`src/rtl/sbox_step_sequencer.sv`:
```
// Launches one masked S-box nibble into an external step stage and returns its result.
// Define SEQ_SHARE_REFRESH_EN to re-mask both shares with fresh LFSR bits on launch.

module sbox_step_sequencer #(
    parameter  int unsigned LATENCY = 1,
    localparam int unsigned NIB_W   = 4,
    localparam int unsigned LFSR_W  = 16
) (
    input  logic              clk,
    input  logic              rst,
    input  logic              in_valid,
    output logic              in_ready,
    input  logic [NIB_W-1:0]  in_sh0,
    input  logic [NIB_W-1:0]  in_sh1,
    output logic [NIB_W-1:0]  stg_sh0,
    output logic [NIB_W-1:0]  stg_sh1,
    output logic [NIB_W-1:0]  stg_r,
    input  logic [NIB_W-1:0]  stg_res0,
    input  logic [NIB_W-1:0]  stg_res1,
    output logic              out_valid,
    input  logic              out_ready,
    output logic [NIB_W-1:0]  out_sh0,
    output logic [NIB_W-1:0]  out_sh1,
    input  logic              seed_load,
    input  logic [LFSR_W-1:0] seed,
    output logic              busy
);

    localparam int unsigned     CNT_W      = 3;
    localparam int unsigned     LFSR_STEPS = 8;
    localparam logic [LFSR_W-1:0] LFSR_RST = 16'hACE1;

    typedef enum logic [1:0] {
        IDLE = 2'd0,
        WAIT = 2'd1,
        HOLD = 2'd2
    } state_t;

    state_t             state_q, state_d;
    logic [CNT_W-1:0]   cnt_q, cnt_d;
    logic [NIB_W-1:0]   sh0_q, sh0_d;
    logic [NIB_W-1:0]   sh1_q, sh1_d;
    logic [NIB_W-1:0]   res0_q, res0_d;
    logic [NIB_W-1:0]   res1_q, res1_d;
    logic [LFSR_W-1:0]  lfsr_q, lfsr_d;
    logic [LFSR_W-1:0]  lfsr_adv;
    logic [NIB_W-1:0]   mask;

    // Right-shifting Fibonacci LFSR, taps for x^16+x^14+x^13+x^11+1.
    function automatic logic [LFSR_W-1:0] lfsr_step8(input logic [LFSR_W-1:0] s);
        logic [LFSR_W-1:0] v;
        v = s;
        for (int i = 0; i < int'(LFSR_STEPS); i++) begin
            v = {v[0] ^ v[2] ^ v[3] ^ v[5], v[LFSR_W-1:1]};
        end
        return v;
    endfunction

    assign lfsr_adv = lfsr_step8(lfsr_q);

`ifdef SEQ_SHARE_REFRESH_EN
    assign mask = lfsr_adv[7:4];
`else
    assign mask = '0;
`endif

    always_ff @(posedge clk) begin
        if (rst) begin
            state_q <= IDLE;
            cnt_q   <= '0;
            sh0_q   <= '0;
            sh1_q   <= '0;
            res0_q  <= '0;
            res1_q  <= '0;
            lfsr_q  <= LFSR_RST;
        end else begin
            state_q <= state_d;
            cnt_q   <= cnt_d;
            sh0_q   <= sh0_d;
            sh1_q   <= sh1_d;
            res0_q  <= res0_d;
            res1_q  <= res1_d;
            lfsr_q  <= lfsr_d;
        end
    end

    always_comb begin
        state_d = state_q;
        cnt_d   = cnt_q;
        sh0_d   = sh0_q;
        sh1_d   = sh1_q;
        res0_d  = res0_q;
        res1_d  = res1_q;
        lfsr_d  = lfsr_q;
        case (state_q)
            IDLE: begin
                // An accept takes precedence over a concurrent reseed.
                if (in_valid) begin
                    sh0_d   = in_sh0 ^ mask;
                    sh1_d   = in_sh1 ^ mask;
                    lfsr_d  = lfsr_adv;
                    cnt_d   = CNT_W'(LATENCY);
                    state_d = WAIT;
                end else if (seed_load) begin
                    lfsr_d = (seed == '0) ? LFSR_W'(1) : seed;
                end
            end
            WAIT: begin
                cnt_d = cnt_q - CNT_W'(1);
                if (cnt_q == CNT_W'(1)) begin
                    res0_d  = stg_res0;
                    res1_d  = stg_res1;
                    state_d = HOLD;
                end
            end
            HOLD: begin
                if (out_ready) begin
                    state_d = IDLE;
                end
            end
            default: begin
                state_d = IDLE;
            end
        endcase
    end

    assign in_ready  = (state_q == IDLE);
    assign out_valid = (state_q == HOLD);
    assign busy      = (state_q != IDLE);
    assign stg_sh0   = sh0_q;
    assign stg_sh1   = sh1_q;
    assign stg_r     = lfsr_q[3:0];
    assign out_sh0   = res0_q;
    assign out_sh1   = res1_q;

endmodule

```
`config.mk`:
```
export PLATFORM = sky130hd
export DESIGN_NAME = sbox_step_sequencer
export DESIGN_NICKNAME = d
export VERILOG_FILES = /design/src/rtl/sbox_step_sequencer.sv
export SDC_FILE = /design/constraint.sdc
export NUM_CORES = 1
export LEC_CHECK = 0
export CAP_MARGIN = 20
export CORE_MARGIN = 2
export CORE_UTILIZATION = 33
export CTS_CLUSTER_SIZE = 20
export DETAILED_ROUTE_END_ITERATION = 6
export SYNTH_ARGS = -nofsm -noshare
export SYNTH_HDL_FRONTEND = slang
export SYNTH_SLANG_ARGS = --single-unit
```
`constraint.sdc`:
```
create_clock -name clk -period 2.95 [get_ports clk]
set_input_delay 0.7375 -clock clk [delete_from_list [all_inputs] [get_ports clk]]
set_output_delay 0.7375 -clock clk [all_outputs]
set_load 0.02 [all_outputs]
```
==> impl_metrics.csv <==
group,metric,value,unit
logic_synthesis,yosys_warnings,0,
clock_tree,post_cts_resized,0,
routing,drt_drc_violations_left,0,
clock_tree,numClockSinks,37,
worst_hold_path,min-delay-start,"stg_sh1[3]$_SDFFE_PP0P_",
logic_synthesis,yosysSeqAreaShare,41.0,%
timing,period_minus_slack,2280,ps
timing,slew_margin_rel,73.3,%
timing,max_clock_freq,439,MHz
timing,finalCritPeriodShare,77.3,%
layout,n_fill_cell,548,
layout,num_antenna_cells,0,
logic_synthesis,netlist.area_leader.share,41.0,%
clock_tree,root_buffer,"sky130_fd_sc_hd__clkbuf_8",
pwr,power_density,537,nW/um^2
run_status,outcome,"complete, no violations",
layout,final_common_cell,"sky130_fd_sc_hd__clkdlybuf4s50_1",
grt,wire_length_of_the_first_global_routing_pass,7110,microns
timing,total_of_endpoints_with_negative_setup_slack_in_the_final_report,0,
floorplan,floorplan.core_area,5200,sq um
worst_setup_path,timing.critical_path.required,2210,ps
placed_design,port_buffers,59,
floorplan,io_pins,60,
worst_setup_path,crit_path_max_fanout,7,
layout,post_route_cells_drive_above_1_share,6.49,%
grt,grt_start_max_net_pins,38,
layout,fin_nets,300,
worst_setup_path,crit_start,"state_q[0]$_SDFFE_PP0P_",
floorplan,floorplan_die_height,78.0,microns
timing,totalNegativeSetupSlack,0,ps
floorplan,floorplan.initialDensity,34.7,%
floorplan,row_count,26,
clock_tree,cts.path.max_buffers,2,
timing,max_slew.worst_pin.slew,400,ps
worst_setup_path,reg2reg_from,"state_q[0]$_SDFFE_PP0P_",
timing,rsz0062_at_grt,"false",
layout,final_core_utilization,47.8,%
routing,totalWireLength,4280,microns
timing,slew_violations,0,
grt,grt_antenna_before_repair,0,
grt,grt_overflow,0,
routing,first_drt_pass_iteration_count,4,
layout,syn2layout_area_growth,37.6,%
routing,dr.first_iter.drc_count,48,
clock_tree,ctsHoldBuffers,0,
routing,via_count,1557,
worst_hold_path,min_path_type,"reg2reg",
layout,mostFrequentLayoutCells,"59 x sky130_fd_sc_hd__clkdlybuf4s50_1, 39 x sky130_fd_sc_hd__nand2_1, 37 x sky130_fd_sc_hd__dfxtp_1, 21 x sky130_fd_sc_hd__a21oi_1, 18 x sky130_fd_sc_hd__nor2_1",
routing,post_drt_via_cell_ratio,4.69,
run,max_cap_viol_count,0,
logic_synthesis,syn-num-nets,247,
timing,timing.final.hold_violations,0,
clock_tree,clkLatencyLatePin,280,ps
floorplan,dieArea,6090,sq um
worst_setup_path,crit_path_end_kind,"output port",
logic_synthesis,synth_top_cells_by_area,"sky130_fd_sc_hd__dfxtp_1 41%, sky130_fd_sc_hd__xnor2_1 8.2%, sky130_fd_sc_hd__nand2_1 8.1%, sky130_fd_sc_hd__a21oi_1 5.8%, sky130_fd_sc_hd__a211o_1 4.4%",
logic_synthesis,netlist_instances,208,
clock_tree,cts_made_buffers,5,
pwr,peak_supply_drop,0.000232,V
routing,routed_wl_per_cell,12.9,microns
placed_design,routabilityCongestion,0.769,
worst_setup_path,arrival_worst_endpoint,1540,ps
logic_synthesis,syn_area,1810,sq um
grt,grt_pass1_vias,1497,
clock_tree,number_of_h_tree_levels,2,
logic_synthesis,post-synth-top-area-cell,"sky130_fd_sc_hd__dfxtp_1",
clock_tree,cts_clock_pin_slew_for_the_worst_setup_and_hold_paths,70,ps
clock_tree,tritoncts_clock_tree,"built",
worst_setup_path,critPathKind,"reg2out",
worst_setup_path,startpoint_class,"flip-flop",
placed_design,dpl.hpwl,3130,microns
clock_tree,cts_setup_buffers,0,
pwr,total_leakage_power,0.910,nW
routing,drtAntennaViolNets,0,
grt,globalRouteTotalUtil,14.7,%
logic_synthesis,synth_cell_type_count,33,
timing,fin_skew,5.19,ps
floorplan,floorplan.die.width,78.0,microns
logic_synthesis,ys_ff_latch,37,
logic_synthesis,syn_avg_cell_area,8.69,sq um
## layout make-up
type | instances | area (sq um) | area share, %
Clock inverter | 2 | 10.0 | 0.402
Sequential cell | 37 | 741 | 29.8
Clock buffer | 6 | 72.6 | 2.92
Tap cell | 70 | 87.6 | 3.52
Multi-Input combinational cell | 151 | 950 | 38.2
Timing Repair Buffer | 62 | 613 | 24.6
Inverter | 4 | 15.0 | 0.603
## through the flow
stage | setup WS [ps] | cells | hold slack (ps) | instance area, sq um | power (mW)
global placement | 615 | 324 | 443 | 2410 | 1.02
finish | 670 | 332 | 455 | 2490 | 1.34
floorplan | 1330 | 208 | 435 | 1810 | 0.890
detailed placement | 607 | 324 | 449 | 2410 | 1.02
CTS | 642 | 332 | 459 | 2490 | 1.36
global route | 604 | 332 | 483 | 2490 | 1.42
## path summary, 6_finish.rpt
kind	endpoint	slack, ps	depth (start not counted)
setup / recovery	in_ready	670	2
hold / removal	stg_sh1[3]$_SDFFE_PP0P_	450	2
setup reg to reg	lfsr_q[15]$_SDFFE_PP1P_	1460	5
hold reg to reg	stg_sh1[3]$_SDFFE_PP0P_	450	2
## synthesized netlist by cell type, drive strengths merged
master  instances
nand2          39
dfxtp          37
a21oi          21
nor2           19
xnor2          19
buf            12
a211o           9
a211oi          8
mux2i           7
nor4            5
clkbuf          4
inv             4
nand3b          4
o21ai           3
a31oi           2
ha              2
nand2b          2
o21bai          2
a22oi           1
a311oi          1
and2            1
and4            1
nor2b           1
nor3b           1
o21a            1
or3b            1
xor2            1
## worst max-delay path: stages, from the launching register on
cell and delay (ps):
sky130_fd_sc_hd__dfxtp_1 380, sky130_fd_sc_hd__nor2_4 240, sky130_fd_sc_hd__clkdlybuf4s50_1 640
## flip-flops by register name, indices dropped and copies added (netlist names)
signal / count
lfsr_q: 16
out_sh0: 4
out_sh1: 4
stg_sh0: 4
stg_sh1: 4
cnt_q: 3
state_q: 2
## where the power goes
| group | internal [mW] | switching (mW) |
|---|---|---|
| clock network | 0.164 | 0.170 |
| registers | 0.550 | 0.0516 |
| logic | 0.216 | 0.185 |
| total | 0.930 | 0.407 |
## routing by layer
| metal | global-route usage, % | part of all wire, % | vias up |
|---|---|---|---|
| li1 | - | - | 814 |
| met1 | 18.9 | 47 | 708 |
| met2 | 24.0 | 48 | 30 |
| met3 | 3.45 | 4.0 | 5 |
| met4 | 5.26 | 1.4 | 0 |
| met5 | 0 | 0 | - |
## logic make-up after synthesis
kind of cell,Yosys count,share of synthesized area [%]
AND/OR/NAND/NOR,74,19.4
adder cells (fa/ha/maj),2,1.38
flip-flops,37,41.0
multiplexers,7,3.88
XOR/XNOR,20,10.5
buffers and inverters,20,6.50
AO/OA/AOI/OAI,48,17.4
Power figures use the tool's default switching activity.
